==> src/rtl/boot_rom_streamer.sv <==
`default_nettype none
// ============================================================================
// Module   : boot_rom_streamer
// Purpose  : Packs a boot-image byte stream little-endian into 32-bit words,
//            buffers them in a small FIFO and hands them to the CPC loader
//            over a 4-phase req/ack handshake. Flags completion once the
//            last word has been acknowledged.
// Options  : BOOT_CHECKSUM_EN - adds a 16-bit running byte checksum output.
// Revision : 1.0 - initial release
// ============================================================================
module boot_rom_streamer #(
    parameter int unsigned FIFO_DEPTH = 4,      // power of two, >= 2
    parameter logic [7:0]  PAD_BYTE   = 8'hFF
) (
    input  logic        ck16,
    input  logic        reset_n,
    input  logic [7:0]  in_data,
    input  logic        in_valid,
    input  logic        in_last,
    output logic        in_ready,
    output logic [31:0] host_bootdata,
    output logic        host_bootdata_req,
    input  logic        host_bootdata_ack,
    output logic [15:0] word_count,
    output logic        done,
    output logic        overrun
`ifdef BOOT_CHECKSUM_EN
    ,
    output logic [15:0] checksum
`endif
);

    localparam int c_ADDR_W = $clog2(FIFO_DEPTH);
    localparam int c_CNT_W  = c_ADDR_W + 1;
    localparam logic [c_CNT_W-1:0] c_FIFO_FULL = c_CNT_W'(FIFO_DEPTH);

    localparam logic [1:0] c_IDLE    = 2'd0;
    localparam logic [1:0] c_REQ     = 2'd1;
    localparam logic [1:0] c_RELEASE = 2'd2;

    // Packer state
    logic [1:0]          byte_idx_q, byte_idx_d;
    logic [23:0]         hold_q, hold_d;
    logic                closed_q, closed_d;
    logic                overrun_q, overrun_d;

    // FIFO state
    logic [31:0]         fifo_mem_q [FIFO_DEPTH];
    logic [c_ADDR_W-1:0] wr_ptr_q, wr_ptr_d;
    logic [c_ADDR_W-1:0] rd_ptr_q, rd_ptr_d;
    logic [c_CNT_W-1:0]  count_q, count_d;

    // Output side state
    logic [1:0]          state_q, state_d;
    logic [31:0]         data_q, data_d;
    logic [15:0]         word_count_q, word_count_d;
    logic                done_q, done_d;

    // Combinational helpers
    logic                w_fifo_full;
    logic                w_fifo_empty;
    logic                w_accept;
    logic                w_fifo_wr;
    logic                w_fifo_rd;
    logic                w_word_inc;
    logic                w_done_set;
    logic [31:0]         w_word;

    // Input handshake and FIFO status; in_ready depends on registered state only
    always_comb begin
        w_fifo_full  = (count_q == c_FIFO_FULL);
        w_fifo_empty = (count_q == '0);
        in_ready     = !closed_q && !w_fifo_full;
        w_accept     = in_valid && in_ready;
        w_fifo_wr    = w_accept && ((byte_idx_q == 2'd3) || in_last);
    end

    // Assemble the outgoing word: held lanes below, new byte, pad above
    always_comb begin
        case (byte_idx_q)
            2'd0:    w_word = {PAD_BYTE, PAD_BYTE, PAD_BYTE, in_data};
            2'd1:    w_word = {PAD_BYTE, PAD_BYTE, in_data, hold_q[7:0]};
            2'd2:    w_word = {PAD_BYTE, in_data, hold_q[15:0]};
            default: w_word = {in_data, hold_q[23:0]};
        endcase
    end

    // Packer next state: lane index, holding register, close and overrun flags
    always_comb begin
        byte_idx_d = byte_idx_q;
        hold_d     = hold_q;
        closed_d   = closed_q;
        overrun_d  = overrun_q;
        if (w_accept) begin
            if (w_fifo_wr) begin
                byte_idx_d = 2'd0;
            end else begin
                byte_idx_d = byte_idx_q + 2'd1;
                case (byte_idx_q)
                    2'd0:    hold_d[7:0]   = in_data;
                    2'd1:    hold_d[15:8]  = in_data;
                    default: hold_d[23:16] = in_data;
                endcase
            end
            if (in_last) begin
                closed_d = 1'b1;
            end
        end
        // Bytes offered after the image closed are dropped but remembered
        if (closed_q && in_valid) begin
            overrun_d = 1'b1;
        end
    end

    // Packer registers
    always_ff @(posedge ck16 or negedge reset_n) begin
        if (!reset_n) begin
            byte_idx_q <= 2'd0;
            hold_q     <= 24'd0;
            closed_q   <= 1'b0;
            overrun_q  <= 1'b0;
        end else begin
            byte_idx_q <= byte_idx_d;
            hold_q     <= hold_d;
            closed_q   <= closed_d;
            overrun_q  <= overrun_d;
        end
    end

    // FIFO pointer/occupancy next state; write-plus-pop leaves count unchanged
    always_comb begin
        wr_ptr_d = wr_ptr_q;
        rd_ptr_d = rd_ptr_q;
        count_d  = count_q;
        if (w_fifo_wr) begin
            wr_ptr_d = wr_ptr_q + 1'b1;
        end
        if (w_fifo_rd) begin
            rd_ptr_d = rd_ptr_q + 1'b1;
        end
        case ({w_fifo_wr, w_fifo_rd})
            2'b10:   count_d = count_q + 1'b1;
            2'b01:   count_d = count_q - 1'b1;
            default: count_d = count_q;
        endcase
    end

    // FIFO control registers; flushing the pointers empties the buffer
    always_ff @(posedge ck16 or negedge reset_n) begin
        if (!reset_n) begin
            wr_ptr_q <= '0;
            rd_ptr_q <= '0;
            count_q  <= '0;
        end else begin
            wr_ptr_q <= wr_ptr_d;
            rd_ptr_q <= rd_ptr_d;
            count_q  <= count_d;
        end
    end

    // FIFO storage; contents are only meaningful between the pointers
    always_ff @(posedge ck16) begin
        if (w_fifo_wr) begin
            fifo_mem_q[wr_ptr_q] <= w_word;
        end
    end

    // Handshake FSM state register
    always_ff @(posedge ck16 or negedge reset_n) begin
        if (!reset_n) begin
            state_q <= c_IDLE;
        end else begin
            state_q <= state_d;
        end
    end

    // Handshake FSM next state
    always_comb begin
        state_d = state_q;
        case (state_q)
            c_IDLE: begin
                if (!w_fifo_empty) begin
                    state_d = c_REQ;
                end
            end
            c_REQ: begin
                if (host_bootdata_ack) begin
                    state_d = c_RELEASE;
                end
            end
            c_RELEASE: begin
                if (!host_bootdata_ack) begin
                    state_d = c_IDLE;
                end
            end
            default: state_d = c_IDLE;
        endcase
    end

    // Handshake FSM outputs; req is decoded from state so reset drops it at once
    always_comb begin
        host_bootdata_req = (state_q == c_REQ);
        w_fifo_rd         = (state_q == c_IDLE) && !w_fifo_empty;
        w_word_inc        = (state_q == c_REQ) && host_bootdata_ack;
        w_done_set        = (state_q == c_RELEASE) && !host_bootdata_ack &&
                            closed_q && w_fifo_empty && (byte_idx_q == 2'd0);
    end

    // Output datapath next state: launch word, delivered count, sticky done
    always_comb begin
        data_d       = data_q;
        word_count_d = word_count_q;
        done_d       = done_q;
        if (w_fifo_rd) begin
            data_d = fifo_mem_q[rd_ptr_q];
        end
        if (w_word_inc) begin
            word_count_d = word_count_q + 16'd1;
        end
        if (w_done_set) begin
            done_d = 1'b1;
        end
    end

    // Output datapath registers
    always_ff @(posedge ck16 or negedge reset_n) begin
        if (!reset_n) begin
            data_q       <= 32'd0;
            word_count_q <= 16'd0;
            done_q       <= 1'b0;
        end else begin
            data_q       <= data_d;
            word_count_q <= word_count_d;
            done_q       <= done_d;
        end
    end

    assign host_bootdata = data_q;
    assign word_count    = word_count_q;
    assign done          = done_q;
    assign overrun       = overrun_q;

`ifdef BOOT_CHECKSUM_EN
    logic [15:0] checksum_q, checksum_d;

    // Running sum of accepted image bytes; pad lanes never enter the sum
    always_comb begin
        checksum_d = checksum_q;
        if (w_accept && !closed_q) begin
            checksum_d = checksum_q + {8'h00, in_data};
        end
    end

    // Checksum register
    always_ff @(posedge ck16 or negedge reset_n) begin
        if (!reset_n) begin
            checksum_q <= 16'd0;
        end else begin
            checksum_q <= checksum_d;
        end
    end

    assign checksum = checksum_q;
`endif

endmodule
`default_nettype wire

==> config.mk <==
export PLATFORM = sky130hd
export DESIGN_NAME = boot_rom_streamer
export DESIGN_NICKNAME = d
export VERILOG_FILES = /design/src/rtl/boot_rom_streamer.sv
export SDC_FILE = /design/constraint.sdc
export NUM_CORES = 1
export LEC_CHECK = 0
export ABC_CLOCK_PERIOD_IN_PS = 4200
export BUFFER_PORTS_ARGS = -buffer_cell sky130_fd_sc_hd__buf_2
export CAP_MARGIN = 20
export CORE_ASPECT_RATIO = 0.5
export CORE_MARGIN = 3
export CORE_UTILIZATION = 40
export CTS_CLUSTER_DIAMETER = 100
export DETAILED_ROUTE_END_ITERATION = 6
export PLACE_DENSITY_LB_ADDON = 0.3
export SETUP_SLACK_MARGIN = 0.3
export SYNTH_ARGS = -nofsm -noshare
export SYNTH_HDL_FRONTEND = slang
export SYNTH_SLANG_ARGS = --single-unit
==> constraint.sdc <==
create_clock -name ck16 -period 4.2 [get_ports ck16]
set_input_delay 1.05 -clock ck16 [delete_from_list [all_inputs] [get_ports ck16]]
set_output_delay 1.05 -clock ck16 [all_outputs]
set_load 0.02 [all_outputs]
==> summary.md, run 1 <==
| Metric | Value |
|---|---|
| Predominant post-synthesis flop cell | `edfxtp_1` |
| R2R setup slack | `1.64 ns` |
| Standard-cell row count | `37` |
| Number of diodes | `0` |
| FFs w/ async S/R, synth | `0.402` |
| Num ports | `65` |
| Worst-Skew Late Latency | `0.50 ns` |
| Worst path arrival time | `2.96 ns` |
| Reg2Reg Depth | `10` |
| Synth warn | `0` |
| Vias post-DR | `4390` |
| Seq/Total Area, Yosys | `0.698` |
| Hold depth | `1` |
| CTS max path bufs | `3` |
| Core area | `20800 um2` |
| Initial core utilization | `0.412` |
| Remaining DRCs | `0` |
| Status | `finished, final reports clean` |
| Placed inst area | `9250 um2` |
| Design area | `9930 um2` |
| Netlist Area Pre-Place | `8590 um2` |
| Post-synth net total | `519` |
| Reg2reg end | `count_q[2]` |
| Critical Path Fanout Max | `8` |
| Tcrit/Tclk final | `0.610` |
| Largest net degree at the start of global routing | `55` |
| Max Clock Skew | `0.0145 ns` |
| PD cells | `754 nW/um2` |
| Sum Neg Setup Slack | `0 ns` |
| Port Buffers | `64` |
| Mapped Cells | `495` |
| Routed wire length | `16.5 mm` |
| Most frequent CP cell | `inv_1` |
| EDFF count, synth | `128` |
| Avg WL per Cell | `19.2 um` |
| RSZ-0062 raised after global routing | `false` |
| Setup Fix Bufs, Post-CTS | `0` |
| Fraction of layout cells with a size suffix above 1 | `0.356` |
| DR iter-0 viols | `292` |
| Global Route Usage Sum | `0.148` |
| Root Driver | `clkbuf_16` |
| Total CTS buffers | `21` |
| Final hold slack | `0.447 ns` |
| WP data required | `4.60 ns` |
| Worst Path Buf+Inv | `4` |
| Total Nets Final | `594` |
| CP max-delay cell | `a211oi_2` |
| Hold Path Sink | `overrun` |
| Detailed placement HPWL | `10.3 mm` |
| CTS Sinks | `214` |
| Crit path time final | `2.56 ns` |
| Max-slew violations | `0` |
| FILL cells | `1780` |
| Synth cell types | `44` |
| Critical R2R Launch | `count_q[2]` |
| Die Y | `110 um` |
| FMAX | `390 MHz` |
| First-pass GRT wire length | `26.8 mm` |
| Syn_area_per_cell | `17.4 um2` |
| Die footprint | `23400 um2` |
| Total power | `0.00749 W` |
| H-tree Lvls | `1` |
| Worst-Margin Slew | `1.00 ns` |
| Antenna violations before repair | `0` |
| Yosys reg bits | `214` |
| Critical path type | `in2reg` |
| Commonest non-fill, non-tap cells in the layout | `edfxtp_1, dfrtp_1, buf_2` |
| Crit path cell chain | `buf_2 > inv_1 > a211oi_2 > and2b_1 > inv_1 > ha_1 > inv_1 > fa_1 > mux2i_1` |
| Die width | `213 um` |
| Slowest stage delay, CP | `0.52 ns` |
| Final Hold Viols | `0` |
| Drt first pass iters | `5` |
| Leakage | `3.80 nW` |
| Setup crit end kind | `flip-flop` |
| CTS tree | `built` |
| Area growth, synth to finish | `15.6%` |
| Resized cells post-CTS | `0` |
| Number of cells on the critical path | `9` |
| Clock slew at the register clock pins of the worst setup and hold paths | `0.06 ns` |
| CP delay by family, top | `adder cells` |
| Hold WC Path Type | `reg2reg` |
| Gpl congestion | `0.720` |
| Vias in the first global route | `4568` |
| Max_cap viols | `0` |
| Grt total ovfl | `0` |
| Worst setup SP type | `primary input` |
| Max IR drop VDD | `0.268 mV` |
| Hold Crit Start | `overrun` |
| Hold Buf Count CTS | `0` |
| Final setup fails | `0` |
| Most common cell after layout, fill and taps aside | `edfxtp_1` |
| Avg Vias per Cell | `5.12` |
| Final ANT Viol Nets | `0` |
| Slew Limit Headroom | `0.331` |
## final cells by class
cell class / count / area, um2 / area share
sequential: 214 / 6000 / 0.604
multi-input combinational: 238 / 2420 / 0.243
clock buffer: 25 / 541 / 0.0544
timing repair buffer: 75 / 418 / 0.0421
tap: 273 / 342 / 0.0344
clock inverter: 13 / 141 / 0.0142
inverter: 20 / 75.1 / 0.00756
## power breakdown
group,total [W],leakage [nW],switching [W],internal [W]
sequential,0.00329,2.19,0.000377,0.00291
clock,0.00187,0.332,0.000765,0.00111
combinational,0.00233,1.28,0.00126,0.00106
## kinds of logic after synthesis
| group | Yosys count | share of synthesized area |
|---|---|---|
| DFF | 214 | 0.698 |
| adders and majority gates | 11 | 0.0169 |
| xor gates and xnor gates | 21 | 0.0214 |
| muxes | 91 | 0.161 |
| and+or+nand+nor | 65 | 0.0447 |
| AOI/OAI and AO/OA | 50 | 0.0374 |
| buffers and inverters | 43 | 0.0207 |
## cells in the mapped netlist (2+ instances only)
master | instances | area [um2]
a21o_1 | 2 | 15.0
nor2_1 | 7 | 26.3
nand3_1 | 7 | 35.0
and2_1 | 4 | 25.0
nor2b_1 | 3 | 18.8
xnor2_1 | 13 | 114
a211oi_1 | 8 | 60.1
mux2_2 | 58 | 653
inv_1 | 19 | 71.3
nand2b_1 | 8 | 50.1
a21oi_1 | 18 | 90.1
or2_2 | 2 | 12.5
a22o_1 | 8 | 70.1
clkbuf_1 | 14 | 52.6
ha_1 | 10 | 125
mux4_2 | 32 | 721
nand2_1 | 16 | 60.1
nor3_1 | 2 | 10.0
nand3_2 | 2 | 20.0
and3_1 | 2 | 12.5
o21ai_0 | 10 | 50.1
nand4_1 | 2 | 12.5
xor2_1 | 8 | 70.1
edfxtp_1 | 128 | 3840
buf_2 | 7 | 35.0
dfrtp_1 | 86 | 2150
or3_1 | 2 | 12.5
## sequential cells by signal, summed over array words and instances (netlist names)
name / flops
fifo_mem_q: 128
host_bootdata: 32
hold_q: 24
word_count: 16
count_q: 3
byte_idx_q: 2
rd_ptr_q: 2
state_q: 2
wr_ptr_q: 2
closed_q: 1
done: 1
overrun: 1
## how the worst max path moves through the flow
stage             startpoint          endpoint  slack (ns)
2_1_floorplan       in_valid  fifo_mem_q[0][0]        1.18
3_3_place_gp        in_valid  fifo_mem_q[3][2]        1.19
3_5_place_dp        in_valid        count_q[2]        1.14
4_1_cts           count_q[2]        count_q[2]        1.60
5_1_grt        byte_idx_q[0]        count_q[2]        1.41
6_report            in_valid        count_q[1]        1.64
## worst register-to-register path: stages (launching register included)
cell      delay [ns]
dfrtp_1         0.43
nor3_1          0.08
or3_1           0.37
clkinv_1        0.06
buf_4           0.42
ha_1            0.29
inv_1           0.06
fa_1            0.37
xor2_1          0.15
nor2_1          0.12
xor2_1          0.15
## stage by stage
stage / std cells / worst slack (ns) / utilization
2_1_floorplan: 495 / 1.18 / -
3_3_place_gp: 820 / 1.19 / 0.444
3_5_place_dp: 820 / 1.14 / 0.444
4_1_cts: 858 / 1.60 / 0.477
5_1_grt: 858 / 1.41 / 0.477
6_report: 858 / 1.64 / 0.477
## metal layers
metal	wire length (um)	vias to the layer above	track usage
met5	0	-	0
li1	-	2019	-
met1	8060	2260	0.220
met3	817	25	0.0314
met2	7330	86	0.230
met4	249	0	0.0268
Note: power is estimated with default switching activity, not from simulation.
==> run 2, diff against run 1 <==
--- a/config.mk
+++ b/config.mk
@@ -5,7 +5,7 @@
 export SDC_FILE = /design/constraint.sdc
 export NUM_CORES = 1
 export LEC_CHECK = 0
-export ABC_CLOCK_PERIOD_IN_PS = 4200
+export ABC_CLOCK_PERIOD_IN_PS = 2200
 export BUFFER_PORTS_ARGS = -buffer_cell sky130_fd_sc_hd__buf_2
 export CAP_MARGIN = 20
 export CORE_ASPECT_RATIO = 0.5
==> constraint.sdc (replaced) <==
create_clock -name ck16 -period 2.2 [get_ports ck16]
set_input_delay 0.55 -clock ck16 [delete_from_list [all_inputs] [get_ports ck16]]
set_output_delay 0.55 -clock ck16 [all_outputs]
set_load 0.02 [all_outputs]
==> summary.md, run 2 (synthesis gave the netlist of run 1 again) <==
| Metric | Value |
|---|---|
| CP max-delay cell | `dfrtp_1` |
| Remaining DRCs | `0` |
| CTS Sinks | `214` |
| Largest net degree at the start of global routing | `37` |
| Max-slew violations | `0` |
| Worst-Skew Late Latency | `0.51 ns` |
| WP data required | `2.62 ns` |
| Final hold slack | `0.281 ns` |
| Pre-CTS setup slack | `0.137 ns` |
| Gpl congestion | `0.756` |
| Fraction of layout cells with a size suffix above 1 | `0.412` |
| Slowest stage delay, CP | `0.43 ns` |
| Root Driver | `clkbuf_16` |
| Final ANT Viol Nets | `0` |
| Port Buffers | `64` |
| PD cells | `1410 nW/um2` |
| H-tree Lvls | `1` |
| RSZ-0062 raised after global routing | `true` |
| Hold WC Path Type | `in2reg` |
| Detailed placement HPWL | `10.6 mm` |
| R2R setup slack | `0.23 ns` |
| FMAX | `508 MHz` |
| Critical Path Fanout Max | `4` |
| Avg Vias per Cell | `5.14` |
| Critical path type | `reg2reg` |
| Routed wire length | `16.5 mm` |
| DR iter-0 viols | `218` |
| Total Nets Final | `619` |
| Die width | `213 um` |
| Final setup fails | `0` |
| Commonest non-fill, non-tap cells in the layout | `edfxtp_1, dfrtp_1, buf_2` |
| Max Clock Skew | `0.0170 ns` |
| Avg WL per Cell | `18.6 um` |
| Vias post-DR | `4543` |
| Number of diodes | `0` |
| Die Y | `110 um` |
| Worst path arrival time | `2.39 ns` |
| Utilization after layout | `0.496` |
| Final Hold Viols | `0` |
| Num ports | `65` |
| Max FFs per register | `128` |
| First-pass GRT wire length | `26.7 mm` |
| Setup crit end kind | `flip-flop` |
| Leakage | `3.96 nW` |
| CP delay by family, top | `adder cells` |
| Final worst slack | `0.230 ns` |
| Most common cell after layout, fill and taps aside | `edfxtp_1` |
| Crit path time final | `1.97 ns` |
| Worst Path Buf+Inv | `2` |
| Clock slew at the register clock pins of the worst setup and hold paths | `0.06 ns` |
| Die footprint | `23400 um2` |
| Antenna violations before repair | `0` |
| Sum Neg Setup Slack | `0 ns` |
| Total CTS buffers | `22` |
| Slew Limit Headroom | `0.648` |
| Crit path cell chain | `ha_4 > nor2_4 > and2b_2 > inv_2 > ha_4 > inv_2 > fa_2 > xor2_1 > nor2_1 > xor2_1` |
| Status | `finished, final reports clean` |
| Initial core utilization | `0.412` |
| Worst-Margin Slew | `0.523 ns` |
| Max IR drop VDD | `0.588 mV` |
| CTS tree | `built` |
| Grt total ovfl | `0` |
| Area growth, synth to finish | `20.3%` |
| CTS max path bufs | `3` |
| Vias in the first global route | `4808` |
| Total power | `0.0146 W` |
| Drt first pass iters | `4` |
| Largest register by flop count | `fifo_mem_q` |
| Core area | `20800 um2` |
| Global Route Usage Sum | `0.147` |
| Standard-cell row count | `37` |
| Tcrit/Tclk final | `0.896` |
| Max_cap viols | `0` |
| Worst setup SP type | `flip-flop` |
==> run 2: cell types whose count changed in the layout (fill, tap and decap cells not counted), sizes merged <==
| cell | delta |
|---|---|
| clkinv | -3 |
| dlygate4sd3 | +1 |
| clkbuf | +8 |
| buf | +23 |
| bufinv | -3 |
==> run 2: per-stage QoR <==
step | cells | area (um2)
2_1_floorplan | 495 | 8640
3_3_place_gp | 837 | 9540
3_5_place_dp | 837 | 9540
4_1_cts | 880 | 10200
5_1_grt | 884 | 10300
6_report | 884 | 10300
==> run 2: worst reg2reg max path, cell delays in order (launching register included) <==
cell,delay [ns]
dfrtp_1,0.43
ha_4,0.20
nor2_4,0.07
and2b_2,0.23
inv_2,0.06
ha_4,0.12
inv_2,0.03
fa_2,0.32
xor2_1,0.16
nor2_1,0.12
xor2_1,0.14
==> run 2: path summary, 6_finish.rpt <==
kind                                           to  cells past startpoint          start
min in group asynchronous       host_bootdata[11]                      2        reset_n
worst min-delay path                byte_idx_q[0]                      2       in_valid
worst max register to register         count_q[2]                     10  byte_idx_q[0]
worst min register to register            overrun                      1        overrun
max in group asynchronous       host_bootdata[26]                      3        reset_n
worst max-delay path                   count_q[2]                     10  byte_idx_q[0]
==> run 2: report_power, final <==
part / switching [W] / internal, W / leakage, nW
Combinational: 0.00281 / 0.00241 / 1.47
Sequential: 0.000455 / 0.00557 / 2.19
Clock: 0.00148 / 0.00188 / 0.309
==> run 2: cell type report <==
class	count	area (um2)
multi-input combinational	238	2540
inverter	20	75.1
sequential	214	6000
tap	273	342
timing repair buffer	99	732
fill	1750	10500
clock buffer	33	592
clock inverter	7	55.1
==> run 2: repair_timing <==
item | CTS | global route
resized for setup | 6 | 15
buffers inserted | 2 | 4
hold buffers | 1 | 0
endpoints found under the setup margin | 44 | 40
hold endpoints to repair | 22 | 0
pin swaps | 1 | 7
==> run 2: layer usage <==
metal / part of all wire / track usage
met5: 0 / 0
met4: 0.019 / 0.0363
met3: 0.049 / 0.0294
met2: 0.46 / 0.234
met1: 0.48 / 0.211
==> run 3, diff against run 2 <==
--- a/config.mk
+++ b/config.mk
@@ -8,7 +8,7 @@
 export ABC_CLOCK_PERIOD_IN_PS = 2200
 export BUFFER_PORTS_ARGS = -buffer_cell sky130_fd_sc_hd__buf_2
 export CAP_MARGIN = 20
-export CORE_ASPECT_RATIO = 0.5
+export CORE_ASPECT_RATIO = 2
 export CORE_MARGIN = 3
 export CORE_UTILIZATION = 40
 export CTS_CLUSTER_DIAMETER = 100
==> summary.md, run 3 (synthesis gave the netlist of run 1 again) <==
| Metric | Value |
|---|---|
| Status | `finished, final reports clean` |
| Gpl congestion | `0.754` |
| Reg2Reg Depth | `9` |
| Final setup fails | `0` |
| Layout Cells excl Fill | `867` |
| Standard-cell row count | `75` |
| Commonest non-fill, non-tap cells in the layout | `edfxtp_1, dfrtp_1, buf_2` |
| Initial core utilization | `0.409` |
| Placed Cells | `825` |
| Number of diodes | `0` |
| CTS max path bufs | `3` |
| Largest register by flop count | `fifo_mem_q` |
| WP data required | `1.65 ns` |
| Vias in the first global route | `4807` |
| Slowest stage delay, CP | `0.42 ns` |
| Hold depth | `2` |
| Hold WC Path Type | `in2reg` |
| Reg2reg end | `count_q[2]` |
| Leakage | `3.91 nW` |
| Port Buffers | `64` |
| H-tree Lvls | `1` |
| CTS Sinks | `214` |
| Final Hold Viols | `0` |
| FILL cells | `1806` |
| Max IR drop VDD | `0.907 mV` |
| Total CTS buffers | `19` |
| Drt first pass iters | `4` |
| Crit path time final | `1.96 ns` |
| DR iter-0 viols | `161` |
| Worst setup SP type | `flip-flop` |
| Sum Neg Setup Slack | `0 ns` |
| Die width | `110 um` |
| Worst path arrival time | `1.41 ns` |
| Grt total ovfl | `0` |
| Detailed placement HPWL | `10.9 mm` |
| RSZ-0062 raised after global routing | `true` |
| Avg Vias per Cell | `5.20` |
| Slew Limit Headroom | `0.603` |
| Vias post-DR | `4506` |
| Final ANT Viol Nets | `0` |
| Worst-Margin Slew | `0.590 ns` |
| Worst Path Buf+Inv | `1` |
| Core area | `21000 um2` |
| Max FFs per register | `128` |
| Num ports | `65` |
| FMAX | `510 MHz` |
| Max-slew violations | `0` |
| Global Route Usage Sum | `0.151` |
| Max_cap viols | `0` |
| R2R setup slack | `0.24 ns` |
| First-pass GRT wire length | `26.7 mm` |
| Root Driver | `clkbuf_16` |
| Avg WL per Cell | `19.1 um` |
| Antenna violations before repair | `1` |
| Max Clock Skew | `0.0219 ns` |
| Clock slew at the register clock pins of the worst setup and hold paths | `0.07 ns` |
| CP max-delay cell | `dfrtp_1` |
| Final hold slack | `0.275 ns` |
| PD cells | `1420 nW/um2` |
| Critical Path Fanout Max | `4` |
| Tcrit/Tclk final | `0.891` |
| Hold Crit Start | `in_valid` |
| Critical R2R Launch | `count_q[0]` |
| Hold Path Sink | `byte_idx_q[0]` |
| CTS tree | `built` |
| Crit path cell chain | `nor2_2 > a21oi_1 > buf_4` |
| Routed wire length | `16.6 mm` |
| Largest net degree at the start of global routing | `34` |
| Most common cell after layout, fill and taps aside | `edfxtp_1` |
| Fraction of layout cells with a size suffix above 1 | `0.403` |
| Critical path type | `reg2out` |
| Area growth, synth to finish | `18.3%` |
| Total Nets Final | `610` |
| CP delay by family, top | `flip-flops` |
| Die footprint | `23400 um2` |
| Remaining DRCs | `0` |
| Worst-Skew Late Latency | `0.50 ns` |
| Setup crit end kind | `output pin` |
| Die Y | `213 um` |
run 3: cell count changes in the layout (fill, tap and decap cells not counted), sizes merged:
cell | previous run | this run
clkinvlp | 1 | 0
clkinv | 6 | 7
clkbuf | 33 | 24
bufinv | 0 | 2
buf | 98 | 92
run 3: how the worst max path moves through the flow:
stage | startpoint | end | slack [ns] | depth (start not counted)
3_5_place_dp | in_last | count_q[2] | 0.08 | 10
3_3_place_gp | in_last | count_q[2] | 0.15 | 10
6_report | count_q[0] | in_ready | 0.24 | 3
5_1_grt | count_q[0] | count_q[2] | 0.13 | 9
4_1_cts | byte_idx_q[0] | count_q[2] | 0.20 | 10
2_1_floorplan | byte_idx_q[0] | count_q[2] | 0.04 | 11
run 3: repair_timing:
action | CTS | global route
hold buffers | 1 | 0
setup buffers | 4 | 4
setup endpoints to repair | 44 | 95
resized for setup | 8 | 4
pin swaps | 3 | 3
endpoints found under the hold margin | 4 | 0
run 3: final cells by class:
cell class,count,area [um2],share of cell area
Multi-Input combinational cell,238,2500,0.246
Clock inverter,9,103,0.0101
Tap cell,269,337,0.0331
Inverter,20,75.1,0.00739
Timing Repair Buffer,93,646,0.0635
Clock buffer,24,504,0.0496
Sequential cell,214,6000,0.590
run 3: worst register-to-register path, delay by kind of cell, from the launching register on:
| family | cells | cell delay, ns |
|---|---|---|
| xor gates and xnor gates | 2 | 0.29 |
| adders and majority gates | 2 | 0.46 |
| buffers and inverters | 2 | 0.13 |
| DFF | 1 | 0.42 |
| and+or+nand+nor | 3 | 0.57 |
run 3: stage by stage:
step / utilization / total power, W / cell area, um2 / setup WS [ns]
after floorplan: - / 0.00958 / 8640 / 0.0403
after global placement: 0.449 / 0.0109 / 9440 / 0.147
after detailed placement: 0.449 / 0.0111 / 9440 / 0.0780
after CTS: 0.481 / 0.0145 / 10100 / 0.199
after global routing: 0.483 / 0.0153 / 10200 / 0.133
final: 0.483 / 0.0144 / 10200 / 0.240
run 3: metal layers:
layer,part of all wire,GRT usage,vias up,wire length (um)
li1,-,-,2039,-
met1,0.37,0.171,2366,6130
met2,0.57,0.284,81,9420
met3,0.040,0.0206,20,669
met4,0.021,0.0495,0,353
met5,0,0,-,0
run 3: power breakdown:
part	leakage [nW]	internal [W]	total (W)	switching, W
clock network	0.303	0.00187	0.00330	0.00142
logic	1.42	0.00235	0.00509	0.00275
registers	2.19	0.00557	0.00600	0.000436
total	3.91	0.00979	0.0144	0.00461
